[src/rtl/seq_det_pkg.sv]
// Shared constants and helpers for the parametrised serial pattern detector.
// Latency: n/a (compile-time constants and a constant function only).
// Backpressure: n/a.
package seq_det_pkg;

    // Reset-time configuration defaults (the old fixed "000" detector).
    localparam int   DEF_LEN     = 3;
    localparam logic DEF_OVERLAP = 1'b1;

    // Overlap mode encodings for the overlap configuration bit.
    localparam logic OVL_ON  = 1'b1;
    localparam logic OVL_OFF = 1'b0;

    // Ceiling log2, usable in parameter defaults (clog2(9) = 4).
    function automatic int clog2(input int value);
        int r;
        int v;
        r = 0;
        v = value - 1;
        while (v > 0) begin
            r = r + 1;
            v = v >> 1;
        end
        return r;
    endfunction

endpackage

[src/rtl/seq_sat_counter.sv]
// Saturating up-counter with synchronous clear; clear is applied before increment.
// Latency: count reflects inc/clr one clock after they are sampled.
// Backpressure: none; inc/clr are accepted every cycle.
//
// Ports:
//   clk, rst : clock and asynchronous active-high reset (count -> 0)
//   inc      : add one this cycle (ignored once the counter is at its maximum)
//   clr      : synchronous clear; with inc in the same cycle the result is 1
//   count    : current count value
module seq_sat_counter
    import seq_det_pkg::*;
#(
    parameter int CNT_W = 16
) (
    input  logic             clk,
    input  logic             rst,
    input  logic             inc,
    input  logic             clr,
    output logic [CNT_W-1:0] count
);

    localparam logic [CNT_W-1:0] CNT_MAX = {CNT_W{1'b1}};
    localparam logic [CNT_W-1:0] CNT_ONE = {{(CNT_W-1){1'b0}}, 1'b1};

    always_ff @(posedge clk or posedge rst) begin
        if (rst) begin
            count <= '0;
        end else if (clr) begin
            // Clear first, then count the coincident event.
            count <= inc ? CNT_ONE : '0;
        end else if (inc && (count != CNT_MAX)) begin
            count <= count + CNT_ONE;
        end
    end

endmodule

[src/rtl/seq_detector_param.sv]
// Serial bit-pattern detector with runtime-loadable pattern, length and overlap mode.
// Latency: match pulses one clock after the edge that samples the completing bit.
// Backpressure: none; a bit is consumed on every in_valid cycle, cfg_load wins over in_valid.
//
// Ports:
//   clk, rst     : clock and asynchronous active-high reset (restores DEF_* config)
//   in_valid     : in_bit is sampled this cycle
//   in_bit       : serial data bit
//   cfg_load     : latch cfg_pattern/cfg_len/cfg_overlap, flush history
//   cfg_pattern  : pattern, bit len-1 arrives first and bit 0 last
//   cfg_len      : pattern length, legal range 1..PAT_W
//   cfg_overlap  : 1 = overlapping matches, 0 = bits of a match are not reused
//   count_clr    : synchronous clear of match_count
//   match        : registered one-cycle match pulse
//   match_count  : saturating number of matches
//   cfg_err      : latched config has an illegal length (no matching while set)
//   fill         : number of valid history bits
module seq_detector_param
    import seq_det_pkg::*;
#(
    parameter int               PAT_W       = 8,
    parameter int               LEN_W       = seq_det_pkg::clog2(PAT_W + 1),
    parameter int               CNT_W       = 16,
    parameter logic [PAT_W-1:0] DEF_PATTERN = '0,
    parameter int               DEF_LEN     = seq_det_pkg::DEF_LEN,
    parameter logic             DEF_OVERLAP = seq_det_pkg::DEF_OVERLAP
) (
    input  logic             clk,
    input  logic             rst,
    input  logic             in_valid,
    input  logic             in_bit,
    input  logic             cfg_load,
    input  logic [PAT_W-1:0] cfg_pattern,
    input  logic [LEN_W-1:0] cfg_len,
    input  logic             cfg_overlap,
    input  logic             count_clr,
    output logic             match,
    output logic [CNT_W-1:0] match_count,
    output logic             cfg_err,
    output logic [LEN_W-1:0] fill
);

    localparam logic [LEN_W-1:0] FILL_MAX = LEN_W'(PAT_W);
    localparam logic [LEN_W-1:0] LEN_ONE  = {{(LEN_W-1){1'b0}}, 1'b1};

    // Latched configuration.
    logic [PAT_W-1:0] pattern_q;
    logic [LEN_W-1:0] len_q;
    logic             overlap_q;

    // History: hist_q[0] is the most recently sampled bit.
    logic [PAT_W-1:0] hist_q;
    logic [LEN_W-1:0] fill_q;

    // Next-state values for a bit sampled this cycle.
    logic [PAT_W-1:0] hist_n;
    logic [LEN_W-1:0] fill_n;
    logic [PAT_W-1:0] len_mask;
    logic             pat_eq;
    logic             hit;

    // The oldest history bit shifts out and is never compared.
    logic unused_hist_msb;
    assign unused_hist_msb = hist_q[PAT_W-1];

    assign hist_n = {hist_q[PAT_W-2:0], in_bit};
    assign fill_n = (fill_q == FILL_MAX) ? FILL_MAX : (fill_q + LEN_ONE);

    // Only the low len bits of history and pattern take part in the compare.
    always_comb begin
        len_mask = '0;
        for (int i = 0; i < PAT_W; i++) begin
            len_mask[i] = (i < int'(len_q));
        end
    end

    assign pat_eq = (((hist_n ^ pattern_q) & len_mask) == '0);

    // A load in the same cycle discards the bit, so it can never complete a match.
    assign hit = in_valid && !cfg_load && !cfg_err && (fill_n >= len_q) && pat_eq;

    always_ff @(posedge clk or posedge rst) begin
        if (rst) begin
            pattern_q <= DEF_PATTERN;
            len_q     <= LEN_W'(DEF_LEN);
            overlap_q <= DEF_OVERLAP;
            cfg_err   <= 1'b0;
            hist_q    <= '0;
            fill_q    <= '0;
            match     <= 1'b0;
        end else if (cfg_load) begin
            pattern_q <= cfg_pattern;
            len_q     <= cfg_len;
            overlap_q <= cfg_overlap;
            cfg_err   <= (cfg_len == '0) || (cfg_len > FILL_MAX);
            hist_q    <= '0;
            fill_q    <= '0;
            match     <= 1'b0;
        end else if (in_valid) begin
            hist_q <= hist_n;
            // Non-overlapping mode: bits consumed by a match cannot start the next one.
            fill_q <= (hit && (overlap_q == OVL_OFF)) ? '0 : fill_n;
            match  <= hit;
        end else begin
            match <= 1'b0;
        end
    end

    assign fill = fill_q;

    seq_sat_counter #(
        .CNT_W (CNT_W)
    ) u_match_cnt (
        .clk   (clk),
        .rst   (rst),
        .inc   (hit),
        .clr   (count_clr),
        .count (match_count)
    );

endmodule

[config.mk]
export PLATFORM = sky130hd
export DESIGN_NAME = seq_detector_param
export DESIGN_NICKNAME = d
export VERILOG_FILES = /design/src/rtl/seq_det_pkg.sv /design/src/rtl/seq_sat_counter.sv /design/src/rtl/seq_detector_param.sv
export SDC_FILE = /design/constraint.sdc
export NUM_CORES = 1
export LEC_CHECK = 0
export ABC_CLOCK_PERIOD_IN_PS = 6900
export BUFFER_PORTS_ARGS = -buffer_cell sky130_fd_sc_hd__buf_2
export CORE_UTILIZATION = 40
export DETAILED_ROUTE_END_ITERATION = 12
export PLACE_DENSITY_LB_ADDON = 0.12
export SETUP_SLACK_MARGIN = 0.3
export SLEW_MARGIN = 25
export SYNTH_ARGS = -nofsm -noshare
export SYNTH_HDL_FRONTEND = slang
export SYNTH_SLANG_ARGS = --single-unit
[constraint.sdc]
create_clock -name clk -period 6.9 [get_ports clk]
set_input_delay 0.345 -clock clk [delete_from_list [all_inputs] [get_ports clk]]
set_output_delay 0.345 -clock clk [all_outputs]
set_load 0.005 [all_outputs]
; Word-level counts from Yosys, hierarchy flattened
; Cells that the tools add are included.
[totals]
reg_bits = 42
elab_cells = 49
[op_classes]
addsub = 2
magnitude_cmp = 10
n_eq_ne = 2
mux = 11
bitwise = 3
reduce_logical = 13
[op_table]
columns = cell, n
row1 = 16-bit two-way mux, 2
row2 = 16-bit by 1-bit adder with 16-bit output (second input constant), 1
row3 = 3-bit by 4-bit < comparator with 1-bit output (first input constant), 4
row4 = 4-bit two-way mux, 4
row5 = 16-bit inequality test (second input constant), 1
row6 = 7-bit two-way mux, 2
row7 = 8-bit AND, 1
row8 = 8-bit zero test, 1
row9 = 1-bit by 4-bit < comparator with 1-bit output (first input constant), 2
row10 = 2-bit by 4-bit < comparator with 1-bit output (first input constant), 2
row11 = 8-bit XOR, 1
row12 = 1-bit logical AND, 6
row13 = 4-bit by 1-bit adder with 4-bit output (second input constant), 1
row14 = 4-bit == test (second input constant), 1
row15 = 4-bit >= comparator, 1
row16 = 4-bit greater-than comparator (second input constant), 1
row17 = 4-bit zero test, 1
row18 = 2-bit nonzero test, 2
row19 = 1-bit two-way mux, 3
row20 = 1-bit zero test, 2
row21 = 1-bit logical OR, 1
row22 = 1-bit NOT, 1

; Depth between registers and ports, before layout
; Gate-level depths: netlist of run 1.
[depth]
word_depth = 9
mapped_depth = 16
ltp_nobuf = 13

; Cells and area by module
; A second synthesis of run 1 with hierarchy kept.
[unflattened]
hier_cells = 223
area_unflattened_um2 = 2303.5
[by_module_without_submodules]
columns = module, n_inst, cells_per_inst, area_per_inst_um2, seq_area_each_um2
row1 = seq_detector_param, 1, 127, 1378.8, 654.4
row2 = seq_sat_counter, 1, 96, 924.6, 400.4

; Worst setup path after synthesis of run 1
; Ideal clock, no wire load.
[synth_path]
path_kind = reg2reg
startpoint = register fill_q[0] (netlist: fill[0])
endpoint = register u_match_cnt.count[10]
setup_ns = 0.136
arrival_time_ns = 2.877
required_time_ns = 6.764
setup_slack_ns = 3.887
path_stages_with_launch = 17
synth_period_minus_slack_ns = 3.013
cell_sequence = dfrtp_1 > inv_1 > ha_1 > nand2_1 > nor2_1 > nor2_1 > inv_1 > ha_1 > nand2b_1 > a2111oi_0 > or3b_1 > or4_1 > buf_2 > buf_6 > clkbuf_1 > o31ai_1 > a21oi_1
[synth_via]
elab_chain_len = 7
[synth_rtl]
columns = element, line
row1 = start: declaration, seq_detector_param.sv:53  ; logic [LEN_W-1:0] fill_q;
row2 = start signal: assignment, seq_detector_param.sv:102  ; fill_q <= (hit && (overlap_q == OVL_OFF)) ? '0 : fill_n;
row3 = 4-bit by 1-bit adder with 4-bit output / 4-bit == test (equally long branches), seq_detector_param.sv:67  ; assign fill_n = (fill_q == FILL_MAX) ? FILL_MAX : (fill_q + LEN_ONE);
row4 = 4-bit two-way mux *, seq_detector_param.sv:67
row5 = 4-bit >= comparator *, seq_detector_param.sv:80  ; assign hit = in_valid && !cfg_load && !cfg_err && (fill_n >= len_q) && pat_eq;
row6 = 1-bit logical AND * (2 in series), seq_detector_param.sv:80
row7 = 1-bit logical AND *, seq_sat_counter.sv:31  ; end else if (inc && (count != CNT_MAX)) begin
row8 = 2-bit nonzero test (no line) *, --
row9 = end signal: assignment, seq_sat_counter.sv:30  ; count <= inc ? CNT_ONE : '0;
row10 = end signal: assignment, seq_sat_counter.sv:32  ; count <= count + CNT_ONE;
row11 = end: declaration, seq_sat_counter.sv:19  ; output logic [CNT_W-1:0] count
; Mark *: on every way between the ends. The rest lies on a longest branch, timed or not.
; A chain may end at the register's enable or synchronous reset.

; Worst setup path in the final report of run 1
[layout_path]
startpoint = register fill_q[0] (netlist: fill[0])
endpoint = register u_match_cnt.count[11]
; The elaborated chain is that of the path after synthesis.

==> qor.csv, run 1 <==
stage,metric,value,unit
drt,via_per_inst,5.24,
worst_setup_path,timing.rr.start,fill[0]$_DFFE_PP0P_,
worst_setup_path,worstSetupPathType,flip-flop to flip-flop,
timing,whs,0.175,ns
logic_synthesis,yosys_warnings,0,
grt,grt_pass1_vias,1662,
grt,grt_max_degree,43,
power_and_ir_drop,switching_share,24.3,%
drt,avgRoutedWirePerCell,13.8,µm
power_and_ir_drop,clkPwrFrac,33.8,%
final_layout,fill_cells,522,
worst_setup_path,crit_required,7.13,ns
place,hpwl,3150,µm
die,fp-row-count,26,
cts,clkLatencyLatePin,0.29,ns
cts,cts_max_path_buffers,2,
power_and_ir_drop,vdd_ir_drop_max,0.000110,V
cts,cts-htree-levels,2,
die,ios,41,
drt,via_count,1704,
cts,cts_made_buffers,5,
worst_setup_path,cp-end-kind,flip-flop,
drt,first_pass_iters,4,
drt,ant_nets,0,
logic_synthesis,synth_cells,215,
cts,cts_sinks,42,
timing,post-route-min-period,3.47,ns
die,dieHeight,76.6,µm
logic_synthesis,ys_seq_elements,42,
hold_path,hp-class,input pin to asynchronous set/reset pin,
power_and_ir_drop,p_comb_share,10.9,%
final_layout,area_growth,15.0,%
grt,grt_usage,16.9,%
cts,postCtsSetupBuffers,0,
die,start_util,42.5,%
die,fp.dieArea,5870,µm²
die,die_w,76.6,µm
timing,finalClockSkew,0.0102,ns
place,place_congestion,0.745,
timing,worstMarginPinSlew,0.754,ns
timing,finalSetupViolCount,0,
worst_setup_path,start_kind,flip-flop,
place,port_buffers,40,
logic_synthesis,ys_async_sr_fraction,100,%
flow_run,drv_cap,0,
final_layout,nNetsFinal,280,
grt,antenna_found_initial,0,
timing,finalHoldViolations,0,
power_and_ir_drop,seqPwrFrac,55.2,%
worst_setup_path,r2r_end,u_match_cnt.count[11]$_DFFE_PP0P_,
timing,rsz0062_at_grt,no,
grt,grt_first_pass_wirelength,7850,µm
logic_synthesis,syn_nets,241,
drt,drcViolationCount,0,
logic_synthesis,yosysUniqueCellTypes,46,
power_and_ir_drop,powerDensity,188,nW/µm²
logic_synthesis,syn_avg_cell_area,10.4,µm²
cts,cts_tree,yes,
drt,wirelength,4500,µm
logic_synthesis,synth_top_area_cell,dfrtp_1,
cts,cts-root-buf,clkbuf_8,
worst_setup_path,worstPathMaxFanout,27,
place,place_area,2470,µm²
logic_synthesis,synth_area,2230,µm²
final_layout,diodes,0,
logic_synthesis,ys.flop_type,dfrtp_1,
cts,cts_resized,0,
worst_setup_path,worstPathArrival,3.70,ns
die,core_area,5240,µm²
logic_synthesis,ys_top_cells_by_area,"dfrtp_1, mux2_2, mux2i_1, ha_1, dfstp_2",
worst_setup_path,r2r.worst_path.cells,12,
timing,slew_headroom,49.8,%
cts,hold_buffers,0,
timing,tns,0,ns
worst_setup_path,r2r_slack,3.43,ns
logic_synthesis,synth_most_common_cell,dfrtp_1,
status,run_status,completed,
logic_synthesis,synth_top_area_share,43.8,%
timing,fmax,288,MHz
timing,maxSlewViolCount,0,
logic_synthesis,ys_seq_area_share,47.3,%
timing,fin_crit_sh,50.3,%
drt,drt_iter0_markers,141,
logic_synthesis,synth_common_cells,"dfrtp_1, nor2_1, a21oi_1, inv_1, nand2_1",
grt,overflow,0,
final_layout,final_area,2560,µm²
power_and_ir_drop,p_sw,0.000117,W
power_and_ir_drop,power_leakage,1.17,nW
cts,clkSlewWorstSetupHoldPaths,0.08,ns
power_and_ir_drop,power.internal,0.000365,W
logic_synthesis,synth_edf_count,0,
final_layout,drive_above_1_share,25.9,%
final cells by class:
type / instances / area, µm² / area share (%)
tap: 70 / 87.6 / 3.42
clock buffer: 8 / 90.1 / 3.52
multi-input combinational: 150 / 1070 / 41.7
inverter: 14 / 52.6 / 2.05
sequential: 42 / 1050 / 41.2
timing repair buffer: 41 / 208 / 8.11
layer usage:
metal / track usage (%) / routed length, µm / share of wire (%) / vias to the layer above
met5: 0 / 0 / 0 / -
met4: 5.19 / 54 / 1.2 / 0
met3: 3.83 / 192 / 4.3 / 6
met2: 26.8 / 2090 / 46 / 39
met1: 22.7 / 2160 / 48 / 808
li1: - / - / - / 851
cell families after synthesis:
kind of cell	Yosys count	synth area share, %
AO/OA/AOI/OAI	47	14.1
XOR/XNOR	10	3.93
adder cells (fa/ha/maj)	8	4.38
buffers and inverters	23	4.66
flip-flops	42	47.3
multiplexers	19	9.10
AND/OR/NAND/NOR	66	16.5
power by group through the flow:
stage	logic [W]	registers, W	clock network, W
5_1_grt	0.0000601	0.000268	0.000176
2_1_floorplan	0.0000392	0.000269	0
6_report	0.0000526	0.000266	0.000163
3_3_place_gp	0.0000535	0.000271	0
3_5_place_dp	0.0000541	0.000271	0
4_1_cts	0.0000543	0.000266	0.000169
critical path: stages (launching register included):
cell,delay (ns)
dfrtp_1,0.42
inv_1,0.07
ha_1,0.19
nand2_1,0.08
nand2_1,0.05
mux2i_1,0.20
ha_1,0.21
o21a_1,0.12
o221ai_1,0.10
or3b_1,0.37
or4_1,0.85
or4b_1,0.61
a21oi_1,0.14
how the worst max path moves through the flow:
stage | from | end | cells after the start
floorplan | fill[0]$_DFFE_PP0P_ | u_match_cnt.count[10]$_DFFE_PP0P_ | 16
global placement | fill[0]$_DFFE_PP0P_ | u_match_cnt.count[11]$_DFFE_PP0P_ | 12
detailed placement | fill[0]$_DFFE_PP0P_ | u_match_cnt.count[11]$_DFFE_PP0P_ | 12
CTS | fill[0]$_DFFE_PP0P_ | u_match_cnt.count[11]$_DFFE_PP0P_ | 12
global route | fill[0]$_DFFE_PP0P_ | u_match_cnt.count[11]$_DFFE_PP0P_ | 12
finish | fill[0]$_DFFE_PP0P_ | u_match_cnt.count[11]$_DFFE_PP0P_ | 12
metrics by stage:
step / setup WS (ns) / util (%) / cells / total power, W
global placement: 3.49 / 47.2 / 317 / 0.000324
finish: 3.43 / 48.9 / 325 / 0.000482
global route: 3.15 / 48.9 / 325 / 0.000504
CTS: 3.43 / 48.9 / 325 / 0.000490
floorplan: 3.89 / - / 215 / 0.000308
detailed placement: 3.44 / 47.2 / 317 / 0.000325
state kept, by name (all words and copies together) (netlist names):
name,cells
overlap_q,1
len_q,4
u_match_cnt.count,16
hist_q,7
cfg_err,1
pattern_q,8
match,1
fill,4
cell usage in the layout, fill, tap and decap left out, drive strengths merged, types with 2 or more instances in the layout:
cell / synthesis / layout
buf: 6 / 41
mux2i: 9 / 9
nor2: 16 / 16
nand2: 12 / 12
nand4: 3 / 3
or2: 3 / 3
nand3: 5 / 5
nor2b: 2 / 2
or3: 5 / 5
nand2b: 2 / 2
dfstp: 3 / 3
xor2: 7 / 7
o31ai: 7 / 7
clkbuf: 3 / 8
ha: 7 / 7
dfrtp: 39 / 39
mux2: 10 / 10
nor3: 2 / 2
o21ai: 11 / 11
xnor2: 3 / 3
inv: 14 / 14
or4: 8 / 8
a32o: 4 / 4
or3b: 2 / 2
a21oi: 15 / 15
Power figures use the tool's default switching activity.
==> run 2, diff against run 1 <==
--- a/config.mk
+++ b/config.mk
@@ -5,7 +5,8 @@
 export SDC_FILE = /design/constraint.sdc
 export NUM_CORES = 1
 export LEC_CHECK = 0
-export ABC_CLOCK_PERIOD_IN_PS = 6900
+export ABC_AREA = 1
+export ABC_CLOCK_PERIOD_IN_PS = 3200
 export BUFFER_PORTS_ARGS = -buffer_cell sky130_fd_sc_hd__buf_2
 export CORE_UTILIZATION = 40
 export DETAILED_ROUTE_END_ITERATION = 12
==> constraint.sdc (replaced) <==
create_clock -name clk -period 3.2 [get_ports clk]
set_input_delay 0.16 -clock clk [delete_from_list [all_inputs] [get_ports clk]]
set_output_delay 0.16 -clock clk [all_outputs]
set_load 0.005 [all_outputs]
==> qor.csv, run 2 <==
stage,metric,value,unit
logic_synthesis,synth_most_common_cell,nand2_1,
place,port_buffers,40,
timing,fin_crit_sh,73.0,%
worst_setup_path,cp_cell_sequence,inv_1 > ha_1 > nand2_1 > o21ai_0 > ha_1 > inv_1 > nand2_1 > nand2_1 > nand2_1 > nand2_1 > a21oi_1 > nand4_2 > nand3_1 > nand2_1,
final_layout,drive_above_1_share,16.0,%
die,ios,41,
cts,postCtsSetupBuffers,0,
final_layout,multi_input_area,1240,µm²
worst_setup_path,r2r.worst_path.cells,14,
worst_setup_path,slowest_stage,dfrtp_1,
timing,whs,-0.0198,ns
final_layout,area_growth,13.7,%
drt,drcViolationCount,0,
worst_setup_path,worstPathArrival,2.52,ns
cts,cts_sinks,42,
final_layout,diodes,0,
logic_synthesis,synth_top_area_cell,dfrtp_1,
final_layout,seqCellArea,1050,µm²
cts,cts_made_buffers,5,
worst_setup_path,crit_top_cell,nand2_1,
timing,slew_headroom,35.3,%
cts,cts-htree-levels,2,
final_layout,fill_cells,639,
final_layout,instances_no_fill,468,
worst_setup_path,cp-end-kind,flip-flop,
status,run_status,finished with violations,
power_and_ir_drop,powerDensity,386,nW/µm²
worst_setup_path,crit_buf_inv,2,
timing,tns,0,ns
grt,overflow,0,
drt,avgRoutedWirePerCell,12.4,µm
logic_synthesis,syn_nets,379,
worst_setup_path,crit_required,3.39,ns
timing,worstMarginPinSlew,0.970,ns
worst_setup_path,r2r_end,u_match_cnt.count[8]$_DFFE_PP0P_,
logic_synthesis,ys_top_cells_by_area,"dfrtp_1, nand2_1, inv_1, nand3_1, nand4_1",
timing,finalHoldViolations,38,
drt,via_per_inst,4.93,
logic_synthesis,ys_seq_elements,42,
final_layout,final_cell_mix,"nand2_1, inv_1, buf_2, dfrtp_1, nand3_1",
logic_synthesis,ys_seq_area_share,41.1,%
power_and_ir_drop,power_leakage,1.64,nW
logic_synthesis,synth_common_cells,"nand2_1, inv_1, dfrtp_1, nand3_1, nand4_1",
grt,antenna_found_initial,0,
logic_synthesis,ys_async_sr_fraction,100,%
cts,cts_resized,0,
drt,first_pass_iters,4,
logic_synthesis,synth_edf_count,0,
place,place_inst,460,
power_and_ir_drop,vdd_ir_drop_max,0.000188,V
die,start_util,42.3,%
final_layout,fin_util,48.1,%
worst_setup_path,start_kind,flip-flop,
place,place_congestion,0.845,
cts,clkLatencyLatePin,0.30,ns
hold_path,hp-class,input pin to asynchronous set/reset pin,
cts,cts-root-buf,clkbuf_8,
timing,rsz0062_at_grt,no,
final_layout,nNetsFinal,418,
cts,clkSlewWorstSetupHoldPaths,0.08,ns
die,fp.dieArea,6740,µm²
worst_setup_path,r2r_slack,0.86,ns
cts,cts_tree,yes,
worst_setup_path,worstPathMaxFanout,16,
status,violations,negative hold slack,
final_layout,largest_reg_flops,16,
drt,ant_nets,0,
die,dieHeight,82.1,µm
die,die_w,82.1,µm
worst_setup_path,max_stage_delay,0.42,ns
worst_setup_path,worst_path_dominant_cell_family,simple AND/OR/NAND/NOR gates,
final_layout,largest_register,u_match_cnt.count,
logic_synthesis,syn_avg_cell_area,7.27,µm²
logic_synthesis,synth_area,2570,µm²
power_and_ir_drop,total_power,0.00113,W
timing,fmax,428,MHz
grt,grt_pass1_vias,2112,
timing,maxSlewViolCount,0,
final_layout,mostFrequentLayoutCell,nand2_1,
timing,finalSetupViolCount,0,
timing,finalClockSkew,0.00498,ns
grt,grt_max_degree,43,
drt,wirelength,5820,µm
grt,grt_first_pass_wirelength,9920,µm
logic_synthesis,yosysUniqueCellTypes,26,
cts,cts_max_path_buffers,2,
worst_setup_path,timing.rr.start,fill[0]$_DFFE_PP0P_,
logic_synthesis,synth_top_area_share,38.0,%
drt,via_count,2306,
logic_synthesis,synth_cells,353,
final_layout,reg_top3,"u_match_cnt.count x16, pattern_q x8, hist_q x7",
die,core_area,6060,µm²
logic_synthesis,yosys_warnings,0,
die,fp-row-count,28,
drt,drt_iter0_markers,127,
timing,post-route-min-period,2.34,ns
place,hpwl,4150,µm
grt,grt_usage,19.4,%
worst_setup_path,worstSetupPathType,flip-flop to flip-flop,
cts,hold_buffers,0,
logic_synthesis,ys.flop_type,dfrtp_1,
flow_run,drv_cap,0,
[run 2: cell types whose count changed in the layout (fill, tap and decap cells not counted), sizes merged, moves of 5 or more]
cell | previous run | this run
a21oi | 15 | 2
inv | 14 | 54
mux2 | 10 | 0
mux2i | 9 | 0
nand2 | 12 | 119
nand3 | 5 | 34
nand4 | 3 | 22
nor2 | 16 | 26
o22ai | 0 | 7
o31ai | 7 | 0
or3 | 5 | 0
or4 | 8 | 0
[run 2: cells by family (layout without fill, tap and decap cells)]
logic type	Yosys count	in the layout	share of synthesized area (%)
buffers and inverters	64	104	10.4
flip-flops	42	42	41.1
AO/OA/AOI/OAI	25	25	5.31
XOR/XNOR	11	11	3.75
AND/OR/NAND/NOR	204	204	36.0
adder cells (fa/ha/maj)	7	7	3.41
[run 2: worst register-to-register path, cell delays in order, from the launching register on]
cell and delay [ns]:
dfrtp_1 0.42, inv_1 0.08, ha_1 0.19, nand2_1 0.08, o21ai_0 0.11, ha_1 0.29
inv_1 0.03, nand2_1 0.04, nand2_1 0.04, nand2_1 0.05, nand2_1 0.06, a21oi_1 0.15
nand4_2 0.41, nand3_1 0.21, nand2_1 0.07
[run 2: worst max-delay path by stage]
stage                              startpoint                                to  slack, ns  cells past startpoint
final                     fill[0]$_DFFE_PP0P_  u_match_cnt.count[8]$_DFFE_PP0P_       0.86                     14
after global routing      fill[0]$_DFFE_PP0P_  u_match_cnt.count[1]$_DFFE_PP0P_       0.58                     14
after CTS                 fill[0]$_DFFE_PP0P_               fill[0]$_DFFE_PP0P_       0.84                     16
after detailed placement  fill[0]$_DFFE_PP0P_               fill[0]$_DFFE_PP0P_       0.85                     16
after global placement    fill[0]$_DFFE_PP0P_               fill[3]$_DFFE_PP0P_       0.92                     16
after floorplan           fill[0]$_DFFE_PP0P_               fill[0]$_DFFE_PP0P_       1.20                     16
[run 2: power by group]
| part | switching (W) | total (W) | internal, W |
|---|---|---|---|
| Sequential | 0.0000165 | 0.000570 | 0.000553 |
| Clock | 0.000193 | 0.000426 | 0.000233 |
| Combinational | 0.0000860 | 0.000131 | 0.0000453 |
[run 2: metal layers]
metal	GRT usage, %	share of wire [%]	vias up
met3	3.30	2.5	6
met1	27.3	52	1071
met5	0	0	-
met2	30.5	45	28
met4	5.26	1.3	0
li1	-	-	1201
[run 2: through the flow]
stage / setup WS (ns) / instance area (µm²)
5_1_grt: 0.581 / 2920
6_report: 0.863 / 2920
2_1_floorplan: 1.20 / 2570
3_3_place_gp: 0.923 / 2810
3_5_place_dp: 0.851 / 2810
4_1_cts: 0.836 / 2920
[run 2: cell type report]
class	count	area share (%)
sequential	42	36.2
tap	75	3.22
inverter	55	7.08
clock buffer	6	2.49
multi-input combinational	247	42.6
timing repair buffer	41	7.12
clock inverter	2	1.29
==> run 3, diff against run 2 <==
--- a/config.mk
+++ b/config.mk
@@ -6,7 +6,7 @@
 export NUM_CORES = 1
 export LEC_CHECK = 0
 export ABC_AREA = 1
-export ABC_CLOCK_PERIOD_IN_PS = 3200
+export ABC_CLOCK_PERIOD_IN_PS = 2100
 export BUFFER_PORTS_ARGS = -buffer_cell sky130_fd_sc_hd__buf_2
 export CORE_UTILIZATION = 40
 export DETAILED_ROUTE_END_ITERATION = 12
==> constraint.sdc (replaced) <==
create_clock -name clk -period 2.1 [get_ports clk]
set_input_delay 0.105 -clock clk [delete_from_list [all_inputs] [get_ports clk]]
set_output_delay 0.105 -clock clk [all_outputs]
set_load 0.005 [all_outputs]
==> qor.csv, run 3 (synthesized netlist as in run 2, its figures left out) <==
stage,metric,value,unit
final_layout,multi_input_area,1300,µm²
final_layout,largest_register,u_match_cnt.count,
die,start_util,42.3,%
final_layout,largest_reg_flops,16,
worst_setup_path,cp-end-kind,flip-flop,
place,hpwl,4290,µm
cts,clkSlewWorstSetupHoldPaths,0.10,ns
drt,ant_nets,0,
power_and_ir_drop,powerDensity,538,nW/µm²
drt,drcViolationCount,0,
timing,rsz0062_at_grt,yes,
power_and_ir_drop,vdd_ir_drop_max,0.000355,V
place,place_congestion,0.850,
worst_setup_path,worstPathMaxFanout,8,
worst_setup_path,start_kind,flip-flop,
drt,via_per_inst,4.89,
drt,drt_iter0_markers,162,
worst_setup_path,worstPathArrival,2.26,ns
final_layout,reg_top3,"u_match_cnt.count x16, pattern_q x8, hist_q x7",
timing,fin_crit_sh,95.8,%
timing,post-route-min-period,2.01,ns
drt,avgRoutedWirePerCell,12.4,µm
timing,finalHoldViolations,0,
grt,grt_usage,19.4,%
drt,first_pass_iters,4,
final_layout,area_growth,22.9,%
hold_path,whs_path_depth,3,
timing,slew_headroom,66.3,%
hold_path,hp-class,input pin to flip-flop,
die,die_w,82.1,µm
final_layout,diodes,0,
final_layout,mostFrequentLayoutCell,nand2_1,
die,fp.dieArea,6740,µm²
timing,tns,0,ns
cts,clkLatencyLatePin,0.32,ns
drt,via_count,2379,
grt,overflow,0,
final_layout,seqCellArea,1060,µm²
timing,finalClockSkew,0.0128,ns
final_layout,nNetsFinal,437,
power_and_ir_drop,power_leakage,1.74,nW
place,port_buffers,40,
power_and_ir_drop,total_power,0.00170,W
grt,grt_pass1_vias,2123,
worst_setup_path,crit_required,2.35,ns
final_layout,final_cell_mix,"nand2_1, inv_1, buf_2, dfrtp_1, nand3_1",
cts,cts_sinks,42,
die,fp-row-count,28,
cts,cts-root-buf,clkbuf_8,
cts,cts_max_path_buffers,2,
die,core_area,6060,µm²
status,run_status,completed,
cts,cts_made_buffers,5,
timing,finalSetupViolCount,0,
timing,maxSlewViolCount,0,
timing,fmax,497,MHz
timing,worstMarginPinSlew,0.502,ns
grt,grt_first_pass_wirelength,9830,µm
die,ios,41,
worst_setup_path,r2r.worst_path.cells,15,
grt,antenna_found_initial,0,
flow_run,drv_cap,0,
final_layout,drive_above_1_share,21.6,%
grt,grt_max_degree,25,
drt,wirelength,6050,µm
final_layout,fill_cells,625,
cts,cts_tree,yes,
die,dieHeight,82.1,µm
cts,cts-htree-levels,2,
worst_setup_path,worstSetupPathType,flip-flop to flip-flop,
## run 3: cell types whose count changed in the layout (fill, tap and decap cells not counted), sizes merged
cell         previous run  this run
dlygate4sd3             0         7
clkinv                  1         2
bufinv                  1         0
inv                    54        56
clkinvlp                1         0
buf                    41        52
## run 3: cell type report
type	instances	area share (%)
Multi-Input combinational cell	247	41.2
Sequential cell	42	33.5
Timing Repair Buffer	60	12.7
Inverter	55	6.55
Tap cell	75	2.98
Clock buffer	5	2.18
Clock inverter	3	0.913
## run 3: power breakdown
group | total [W] | switching [W] | internal, W
clock | 0.000587 | 0.000338 | 0.000249
sequential | 0.000868 | 0.0000244 | 0.000843
combinational | 0.000241 | 0.000147 | 0.0000939
## run 3: what timing repair did
| action | in CTS | in global routing |
|---|---|---|
| buffers inserted | 2 | 1 |
| hold buffers | 7 | 0 |
| cloned | 0 | 1 |
| pin swaps | 0 | 2 |
| gates resized for setup | 4 | 3 |
| endpoints found under the hold margin | 18 | 0 |
| endpoints found under the setup margin | 21 | 21 |
## run 3: worst max-delay path, stage by stage (launching register included)
cell and delay (ns):
dfrtp_2 0.44, inv_2 0.09, ha_4 0.12, nand2_2 0.06
nand3_1 0.07, o21ai_1 0.08, ha_1 0.28, nand2_1 0.05
inv_1 0.06, nand2_2 0.06, nand2_2 0.08, nand3_4 0.08
nor2_8 0.14, clkbuf_16 0.17, nand4_1 0.07, nand2_1 0.09
## run 3: path summary, 6_finish.rpt
| kind | start | to | slack, ns |
|---|---|---|---|
| worst min register to register | overlap_q$_DFFE_PP1P_ | overlap_q$_DFFE_PP1P_ | 0.51 |
| min in group asynchronous | rst | pattern_q[4]$_DFFE_PP0P_ | 0.28 |
| worst max register to register | fill[0]$_DFFE_PP0P_ | u_match_cnt.count[7]$_DFFE_PP0P_ | 0.09 |
| worst max-delay path | fill[0]$_DFFE_PP0P_ | u_match_cnt.count[7]$_DFFE_PP0P_ | 0.09 |
| max in group asynchronous | rst | overlap_q$_DFFE_PP1P_ | 1.19 |
| worst min-delay path | cfg_pattern[1] | pattern_q[1]$_DFFE_PP0P_ | 0.009 |
## run 3: per-stage QoR
stage	hold WS, ns	cell area [µm²]	setup WS (ns)	util, %	instances
CTS	0.0102	3110	0.106	51.3	485
global route	0.0186	3150	-0.0400	52.0	487
finish	0.00874	3150	0.0892	52.0	487
global placement	0.0906	2910	0.0882	48.0	468
floorplan	0.179	2600	0.174	-	353
detailed placement	0.0988	2910	0.102	48.0	468
## run 3: layer usage
metal	part of all wire, %	GRT usage [%]	routed length (µm)	vias up
li1	-	-	-	1242
met5	0	0	0	-
met3	4.8	3.85	292	5
met2	42	27.7	2570	51
met1	52	28.9	3120	1081
met4	1.1	6.14	64	0
